$ cat config.mk
export PLATFORM = sky130hd
export DESIGN_NAME = inst_encoder_loader
export DESIGN_NICKNAME = d
export VERILOG_FILES = /design/src/rtl/inst_encoder_loader.sv
export SDC_FILE = /design/constraint.sdc
export NUM_CORES = 1
export LEC_CHECK = 0
export BUFFER_PORTS_ARGS = -buffer_cell sky130_fd_sc_hd__buf_2
export CAP_MARGIN = 20
export CORE_ASPECT_RATIO = 1.2
export CORE_UTILIZATION = 47
export CTS_BUF_LIST = sky130_fd_sc_hd__clkbuf_2 sky130_fd_sc_hd__clkbuf_4 sky130_fd_sc_hd__clkbuf_8
export CTS_CLUSTER_SIZE = 30
export DETAILED_ROUTE_END_ITERATION = 10
export GPL_ROUTABILITY_DRIVEN = 0
export PLACE_DENSITY = 0.84
export SLEW_MARGIN = 0
export SYNTH_ARGS = -nofsm -noshare
export SYNTH_HDL_FRONTEND = slang
export SYNTH_SLANG_ARGS = --single-unit
$ cat constraint.sdc
create_clock -name clk -period 2.3 [get_ports clk]
set_clock_uncertainty 0.1 [all_clocks]
set_input_delay 0.23 -clock clk [delete_from_list [all_inputs] [get_ports clk]]
set_output_delay 0.23 -clock clk [all_outputs]
set_load 0.03 [all_outputs]
$ cat src/rtl/inst_encoder_loader.sv
// inst_encoder_loader: encodes symbolic RV32I requests into 32-bit instruction
// words and streams them into instruction memory, optionally terminating the
// program with an EBREAK word that the core treats as its halt.
module inst_encoder_loader #(
    parameter int ADDR_W = 8
) (
    input  logic              clk,
    input  logic              rst,
    input  logic              clear,
    input  logic              req_valid,
    output logic              req_ready,
    input  logic [4:0]        req_op,
    input  logic [4:0]        req_rd,
    input  logic [4:0]        req_rs1,
    input  logic [4:0]        req_rs2,
    input  logic [31:0]       req_imm,
    input  logic              finish,
    output logic              im_we,
    output logic [ADDR_W-1:0] im_addr,
    output logic [31:0]       im_wdata,
    output logic [ADDR_W:0]   count,
    output logic              full,
    output logic              done,
    output logic              err
);

    localparam logic [31:0]   EBREAK_WORD = 32'h0010_0073;
    localparam logic [ADDR_W:0] LAST_SLOT = {1'b0, {ADDR_W{1'b1}}};
    localparam logic [ADDR_W:0] PTR_ONE   = {{ADDR_W{1'b0}}, 1'b1};

    // Instruction formats; SH is the shift-immediate flavour of the I format.
    typedef enum logic [2:0] {F_R, F_I, F_SH, F_U, F_B, F_J, F_S, F_E} fmt_t;

    typedef enum logic [1:0] {S_LOAD, S_TERM, S_DONE} state_t;

    state_t              state_q, state_d;
    logic [ADDR_W:0]     wptr_q, wptr_d;
    logic                im_we_q, im_we_d;
    logic [ADDR_W-1:0]   im_addr_q, im_addr_d;
    logic [31:0]         im_wdata_q, im_wdata_d;
    logic                err_q, err_d;

    fmt_t                fmt;
    logic [6:0]          opc;
    logic [2:0]          f3;
    logic [6:0]          f7;
    logic                op_ok;
    logic                imm_ok;
    logic signed [31:0]  imm_s;
    logic [31:0]         enc;
    logic                fire;

    assign full      = (state_q == S_LOAD) && (wptr_q == LAST_SLOT);
    assign req_ready = (state_q == S_LOAD) && !full;
    assign fire      = req_valid && req_ready;
    assign done      = (state_q == S_DONE);
    assign count     = wptr_q;
    assign im_we     = im_we_q;
    assign im_addr   = im_addr_q;
    assign im_wdata  = im_wdata_q;
    assign err       = err_q;
    assign imm_s     = req_imm;

    // Decode the symbolic op into format, opcode and function fields.
    always_comb begin
        fmt   = F_R;
        opc   = 7'b0110011;
        f3    = 3'b000;
        f7    = 7'b0000000;
        op_ok = 1'b1;
        case (req_op)
            5'd0:  f3 = 3'b000;
            5'd1:  begin f3 = 3'b000; f7 = 7'b0100000; end
            5'd2:  f3 = 3'b111;
            5'd3:  f3 = 3'b110;
            5'd4:  f3 = 3'b001;
            5'd5:  f3 = 3'b101;
            5'd6:  begin f3 = 3'b101; f7 = 7'b0100000; end
            5'd7:  begin fmt = F_I;  opc = 7'b0010011; f3 = 3'b000; end
            5'd8:  begin fmt = F_SH; opc = 7'b0010011; f3 = 3'b001; end
            5'd9:  begin fmt = F_SH; opc = 7'b0010011; f3 = 3'b101; end
            5'd10: begin fmt = F_SH; opc = 7'b0010011; f3 = 3'b101; f7 = 7'b0100000; end
            5'd11: begin fmt = F_U;  opc = 7'b0110111; end
            5'd12: begin fmt = F_U;  opc = 7'b0010111; end
            5'd13: begin fmt = F_B;  opc = 7'b1100011; f3 = 3'b000; end
            5'd14: begin fmt = F_B;  opc = 7'b1100011; f3 = 3'b001; end
            5'd15: begin fmt = F_B;  opc = 7'b1100011; f3 = 3'b100; end
            5'd16: begin fmt = F_B;  opc = 7'b1100011; f3 = 3'b101; end
            5'd17: begin fmt = F_B;  opc = 7'b1100011; f3 = 3'b110; end
            5'd18: begin fmt = F_B;  opc = 7'b1100011; f3 = 3'b111; end
            5'd19: begin fmt = F_J;  opc = 7'b1101111; end
            5'd20: begin fmt = F_I;  opc = 7'b1100111; f3 = 3'b000; end
            5'd21: begin fmt = F_I;  opc = 7'b0000011; f3 = 3'b010; end
            5'd22: begin fmt = F_S;  opc = 7'b0100011; f3 = 3'b010; end
            5'd23: fmt = F_E;
            default: op_ok = 1'b0;
        endcase
    end

    // Assemble the instruction word and check the immediate fits its format.
    always_comb begin
        enc    = 32'h0;
        imm_ok = 1'b1;
        case (fmt)
            F_R: enc = {f7, req_rs2, req_rs1, f3, req_rd, opc};
            F_I: begin
                enc    = {req_imm[11:0], req_rs1, f3, req_rd, opc};
                imm_ok = (imm_s >= -32'sd2048) && (imm_s <= 32'sd2047);
            end
            F_SH: begin
                enc    = {f7, req_imm[4:0], req_rs1, f3, req_rd, opc};
                imm_ok = (req_imm[31:5] == 27'd0);
            end
            F_U: begin
                enc    = {req_imm[31:12], req_rd, opc};
                imm_ok = (req_imm[11:0] == 12'd0);
            end
            F_B: begin
                enc    = {req_imm[12], req_imm[10:5], req_rs2, req_rs1, f3,
                          req_imm[4:1], req_imm[11], opc};
                imm_ok = !req_imm[0] && (imm_s >= -32'sd4096) && (imm_s <= 32'sd4094);
            end
            F_J: begin
                enc    = {req_imm[20], req_imm[10:1], req_imm[11], req_imm[19:12],
                          req_rd, opc};
                imm_ok = !req_imm[0] && (imm_s >= -32'sd1048576) && (imm_s <= 32'sd1048574);
            end
            F_S: begin
                enc    = {req_imm[11:5], req_rs2, req_rs1, f3, req_imm[4:0], opc};
                imm_ok = (imm_s >= -32'sd2048) && (imm_s <= 32'sd2047);
            end
            F_E: enc = EBREAK_WORD;
            default: enc = 32'h0;
        endcase
    end

    // Loader FSM: accept and write requests, then append the terminator.
    always_comb begin
        state_d    = state_q;
        wptr_d     = wptr_q;
        im_we_d    = 1'b0;
        im_addr_d  = im_addr_q;
        im_wdata_d = im_wdata_q;
        err_d      = err_q;
        if (clear) begin
            // clear wins over any fire/finish in the same cycle
            state_d = S_LOAD;
            wptr_d  = '0;
            err_d   = 1'b0;
        end else begin
            case (state_q)
                S_LOAD: begin
                    if (fire) begin
                        if (op_ok && imm_ok) begin
                            im_we_d    = 1'b1;
                            im_addr_d  = wptr_q[ADDR_W-1:0];
                            im_wdata_d = enc;
                            wptr_d     = wptr_q + PTR_ONE;
                        end else begin
                            err_d = 1'b1;
                        end
                    end
                    if (finish) begin
                        state_d = S_TERM;
                    end
                end
                S_TERM: begin
                    // wptr is at most the reserved last slot here, so the slice is exact
                    im_we_d    = 1'b1;
                    im_addr_d  = wptr_q[ADDR_W-1:0];
                    im_wdata_d = EBREAK_WORD;
                    wptr_d     = wptr_q + PTR_ONE;
                    state_d    = S_DONE;
                end
                S_DONE: state_d = S_DONE;
                default: state_d = S_LOAD;
            endcase
        end
    end

    // State and output registers with asynchronous reset.
    always_ff @(posedge clk or posedge rst) begin
        if (rst) begin
            state_q    <= S_LOAD;
            wptr_q     <= '0;
            im_we_q    <= 1'b0;
            im_addr_q  <= '0;
            im_wdata_q <= 32'h0;
            err_q      <= 1'b0;
        end else begin
            state_q    <= state_d;
            wptr_q     <= wptr_d;
            im_we_q    <= im_we_d;
            im_addr_q  <= im_addr_d;
            im_wdata_q <= im_wdata_d;
            err_q      <= err_d;
        end
    end

endmodule

Word level (Yosys, flattened, before mapping)
Index checks and enable logic that the tools add are counted.

storage, ports and cells
  register bits after elaboration = 53
  input port bits = 57
  word-level logic and storage cells = 118

cells by class
  add/sub/neg operators = 1
  order comparisons = 6
  eq/ne operators = 39
  mux-type cells = 28
  bitwise gates (word level) = 1
  reductions and logical operators = 37

operators by type and width
  cell                                                                                    count
  32-bit case mux with 8 select lines                                                     1
  32-bit 2-to-1 mux                                                                       2
  32-bit case mux with 2 select lines                                                     1
  7-bit case mux with 8 select lines                                                      1
  5-bit by 4-bit equality test with 1-bit output (second input constant)                  8
  5-bit equality test (second input constant)                                             8
  32-bit by 12-bit greater-or-equal comparator with 1-bit output (second input constant)  1
  32-bit by 13-bit greater-or-equal comparator with 1-bit output (second input constant)  1
  32-bit by 21-bit greater-or-equal comparator with 1-bit output (second input constant)  1
  32-bit by 12-bit less-or-equal comparator with 1-bit output (second input constant)     1
  32-bit by 13-bit less-or-equal comparator with 1-bit output (second input constant)     1
  32-bit by 21-bit less-or-equal comparator with 1-bit output (second input constant)     1
  27-bit zero test                                                                        1
  9-bit 2-to-1 mux                                                                        3
  24-bit OR reduction                                                                     1
  3-bit case mux with 7 select lines                                                      1
  5-bit by 3-bit equality test with 1-bit output (second input constant)                  4
  3-bit case mux with 6 select lines                                                      1
  9-bit case mux with 2 select lines                                                      1
  8-bit 2-to-1 mux                                                                        2
  8-bit case mux with 2 select lines                                                      1
  3-bit equality test (second input constant)                                             4
  12-bit zero test                                                                        1
  2-bit OR reduction                                                                      6
  32 further kinds                                                                        59

Longest topological paths before layout
  depth in word-level cells = 11
  gate-level depth with buffers = 12

Least setup slack after synthesis
No wires, ideal clock.

  path type = flip-flop to flip-flop
  from = register wptr_q[0] (netlist: count[0])
  to = register wptr_q[7] (netlist: count[7])
  library setup time = 78 ps
  arrival = 2335 ps
  required time = 2122 ps
  path slack = -213 ps
  cell stages (with the launch flop) = 11
  period minus slack after synthesis = 2513 ps
  cell sequence = dfrtp_1 -> ha_1 -> nand2_1 -> nor2_1 -> ha_1 -> nand3b_1 -> a21oi_1 -> a21oi_1 -> o21bai_4 -> or4_1 -> a21oi_1

on the way
  cells in the longest elaborated chain, start to end = 7

ends and longest elaborated chain
  element                                                                                         line  text
  from (decl)                                                                                     37    logic [ADDR_W:0] wptr_q, wptr_d;
  from (signal assigned)                                                                          192   wptr_q <= wptr_d;
  parallel branches: the longest is 7 deep, another holds 9-bit by 1-bit adder with 9-bit output  -

Several ways; the timed one is not identified. The select of a mux whose other input is x is not followed.
A chain may end at the register's enable or synchronous reset.

Final worst setup path
  from = register wptr_q[0] (netlist: count[0])
  to = register im_wdata_q[27] (netlist: im_wdata[27])

on the way
  cells in the longest elaborated chain, start to end = 7

ends and longest elaborated chain
  element                                         line  text
  9-bit by 8-bit equality test with 1-bit output  53    assign full = (state_q == S_LOAD) && (wptr_q == LAST_SLOT);
  1-bit logical AND                               53
  1-bit zero test                                 54    assign req_ready = (state_q == S_LOAD) && !full;
  1-bit logical AND                               54
  1-bit logical AND                               55    assign fire = req_valid && req_ready;
  2-bit inequality test (no source line)          -
  4-bit AND reduction (no source line)            -
  to (signal assigned)                            195   im_wdata_q <= im_wdata_d;
  to (decl)                                       40    logic [31:0] im_wdata_q, im_wdata_d;

No other way between the ends.

==> impl_metrics.toml <==
[sta]
min_period_ns = 2.39
relSlewSlack_pct = 56.3
grt_setup_unrepaired = "yes"
tightest_slew_ns = 0.656
hold_viol = 18
setup_viol_count_final = 17
holdWs_ns = -0.0146
tns_ns = -0.533
fmax_mhz = 418
setup_ws_ns = -0.0926
slew_violations = 0
period_share_pct = 104

[routing]
wl_met3_um = 1040
route.met2.wl_um = 5910
drt_wl_total_um = 11800
post-route-drc-count = 0
maxUsedRoutingLayer = "met4"
wl_per_cell_um = 18.7
drt-initial-drc-count = 341
wl_met1_um = 4330
drtPass1Iterations = 6
drt-vias-per-instance = 6.19
ant_nets = 0
vias = 3892

[outcome]
outcome = "finished, violations left"
violations = "hold timing, setup timing"

[logic_synthesis]
synth_top_area_cell = "dfrtp_1"
synth_edf_count = 0
synthArstFlopShare_pct = 100
synth-seq-cells = 52
synthesis.nets = 439
yosys_warnings = 0
syn_area_um2 = 3240
synth-seq-area-share_pct = 40.2
netlist_instances = 377
synth_area_leaders = "dfrtp_1 (40%), o21ai_0 (5.7%), a21oi_1 (5.1%)"
postSynthAreaPerCell_um2 = 8.59
post-synth-top-area-fraction_pct = 40.2
synth_flop_cell = "dfrtp_1"
ys_types = 58

[pwr]
leakagePower_nw = 2.27
peakVddDrop_uv = 439
p_per_area_nw_per_um2 = 711

[grt]
groute.usage.overall_pct = 30.4
grt_first_pass_wirelength_um = 17300
grt_max_degree = 53
gr-total-overflow = 0
antenna_found_initial = 0
grt_pass1_vias = 3533

[clock_tree]
worstSkewPairLatency_ns = 0.31
hold_buffers = 0
tritoncts = "yes"
cts_root_buf = "clkbuf_8"
cts_made_buffers = 5
clk_path_buf_depth = 2
clk_pin_slew_ns = 0.10
htree_levels = 2
clkSinkCount = 52

[cells_and_area]
mostFrequentLayoutCells = "buf_2 (111), buf_4 (66), dfrtp_1 (47)"
final-instance-count-excl-fill = 629
drive_gt1_share_pct = 44.1
syn_to_final_growth_pct = 45.7
n_antenna_cell = 0
layout_commonest_cell = "buf_2"
nNetsFinal = 605

[worst_setup_path]
start_kind = "flop"
crit_path_cell_trace = "ha_4 -> nand2_4 -> nor2_4 -> ha_4 -> nand3b_1 -> a21oi_2 -> a21oi_2 -> nor2_2 -> o21ai_4 -> buf_12 -> buf_8 -> o31ai_1"
rrSetupSlack_ns = -0.09
reg2reg_depth = 12
path_buf_inv = 2
crit_arrival_ns = 2.50
critPathMaxFanout = 14
end_kind = "flop"
crit_path_top_delay_cell = "dfrtp_2"
timing.rr.start = "count[0]"
crit_family = "compound AO/OA/AOI/OAI gates"
crit_type = "flop to flop"
r2r-end = "im_wdata[27]"
cpPeakStageDelay_ns = 0.44
crit_required_ns = 2.41

[die]
die_y_um = 92.9
io_pins = 111
rows = 32
dieArea_um2 = 7230
die_x_um = 77.8
initial_utilization_pct = 49.6
core_um2 = 6530

[worst_hold_path]
hold_path.class = "primary input to async pin"

[placed_design]
dp.cells = 610
portBuffers = 110
dp_hpwl_um = 7970

[run]
drv_cap = 0
## Yosys cell counts, drive strengths merged, types with 2 or more instances
master	n
dfrtp	52
nand2	40
o21ai	38
a21oi	34
nor2	33
a22oi	19
buf	15
clkbuf	10
inv	10
o31ai	10
nor3	9
or3	9
mux2	8
nand2b	8
nand3	8
nand4	8
nor2b	6
nor4	6
ha	5
a31oi	4
a211oi	3
and3	3
xor2	3
a2111oi	2
a21o	2
a221oi	2
and2	2
mux2i	2
o211ai	2
o22a	2
o22ai	2
o32a	2
or4	2
xnor2	2
## tightest hold or removal path: stages
cell	delay (ns)
buf_2	0.10
inv_2	0.03
buf_4	0.53
## layout make-up
type | instances | area (µm²)
multi-input combinational | 290 | 1980
fill | 431 | 1810
sequential | 52 | 1310
timing repair buffer | 184 | 1170
tap | 85 | 106
clock buffer | 6 | 82.6
clock inverter | 2 | 38.8
inverter | 10 | 37.5
## per-stage QoR
stage,total power (W),util (%),instance area (µm²),setup WS (ns)
finish,0.00336,72.3,4720,-0.0926
global route,0.00349,72.3,4720,-0.141
CTS,0.00324,69.4,4530,-0.0217
detailed placement,0.00256,66.1,4310,-0.194
global placement,0.00251,66.1,4310,-0.103
floorplan,0.00207,-,3290,0.00345
## logic make-up after synthesis
| family | synth area share [%] |
|---|---|
| AO/OA/AOI/OAI | 26.1 |
| XOR/XNOR | 1.35 |
| adder cells (fa/ha/maj) | 1.93 |
| buffers and inverters | 5.06 |
| flip-flops | 40.2 |
| multiplexers | 3.40 |
| AND/OR/NAND/NOR | 22.0 |
## metal layers
layer	track usage, %	up-vias
li1	-	1720
met1	37.5	1850
met2	51.3	265
met3	5.22	57
met4	14.3	0
met5	0	-
## registers in the layout (all words and copies together), names as in the netlist
name	count
im_addr	8
count	9
im_we	1
im_wdata	31
err	1
state_q	2
## how the worst max path moves through the flow
stage,startpoint,end,slack (ns),cells after the start
after floorplan,count[4],count[7],0.003,10
after global placement,count[4],im_wdata[2],-0.10,12
after detailed placement,req_op[2],count[3],-0.19,10
after CTS,count[3],count[7],-0.02,10
after global routing,count[0],im_wdata[27],-0.14,12
final,count[0],im_wdata[27],-0.09,12
## timing repair
action | in CTS | in global routing
setup buffers | 5 | 4
cloned | 1 | 1
gates resized for setup | 15 | 37
endpoints found under the setup margin | 40 | 45
pin swaps | 7 | 9
## report_power, final
part           internal, W  total (W)  leakage [nW]  switching [W]
Clock             0.000356   0.000668        0.0614       0.000312
Combinational     0.000496    0.00146          1.53       0.000959
Sequential         0.00111    0.00123         0.679       0.000121
Total              0.00196    0.00336          2.27        0.00139
Power figures use the tool's default switching activity.
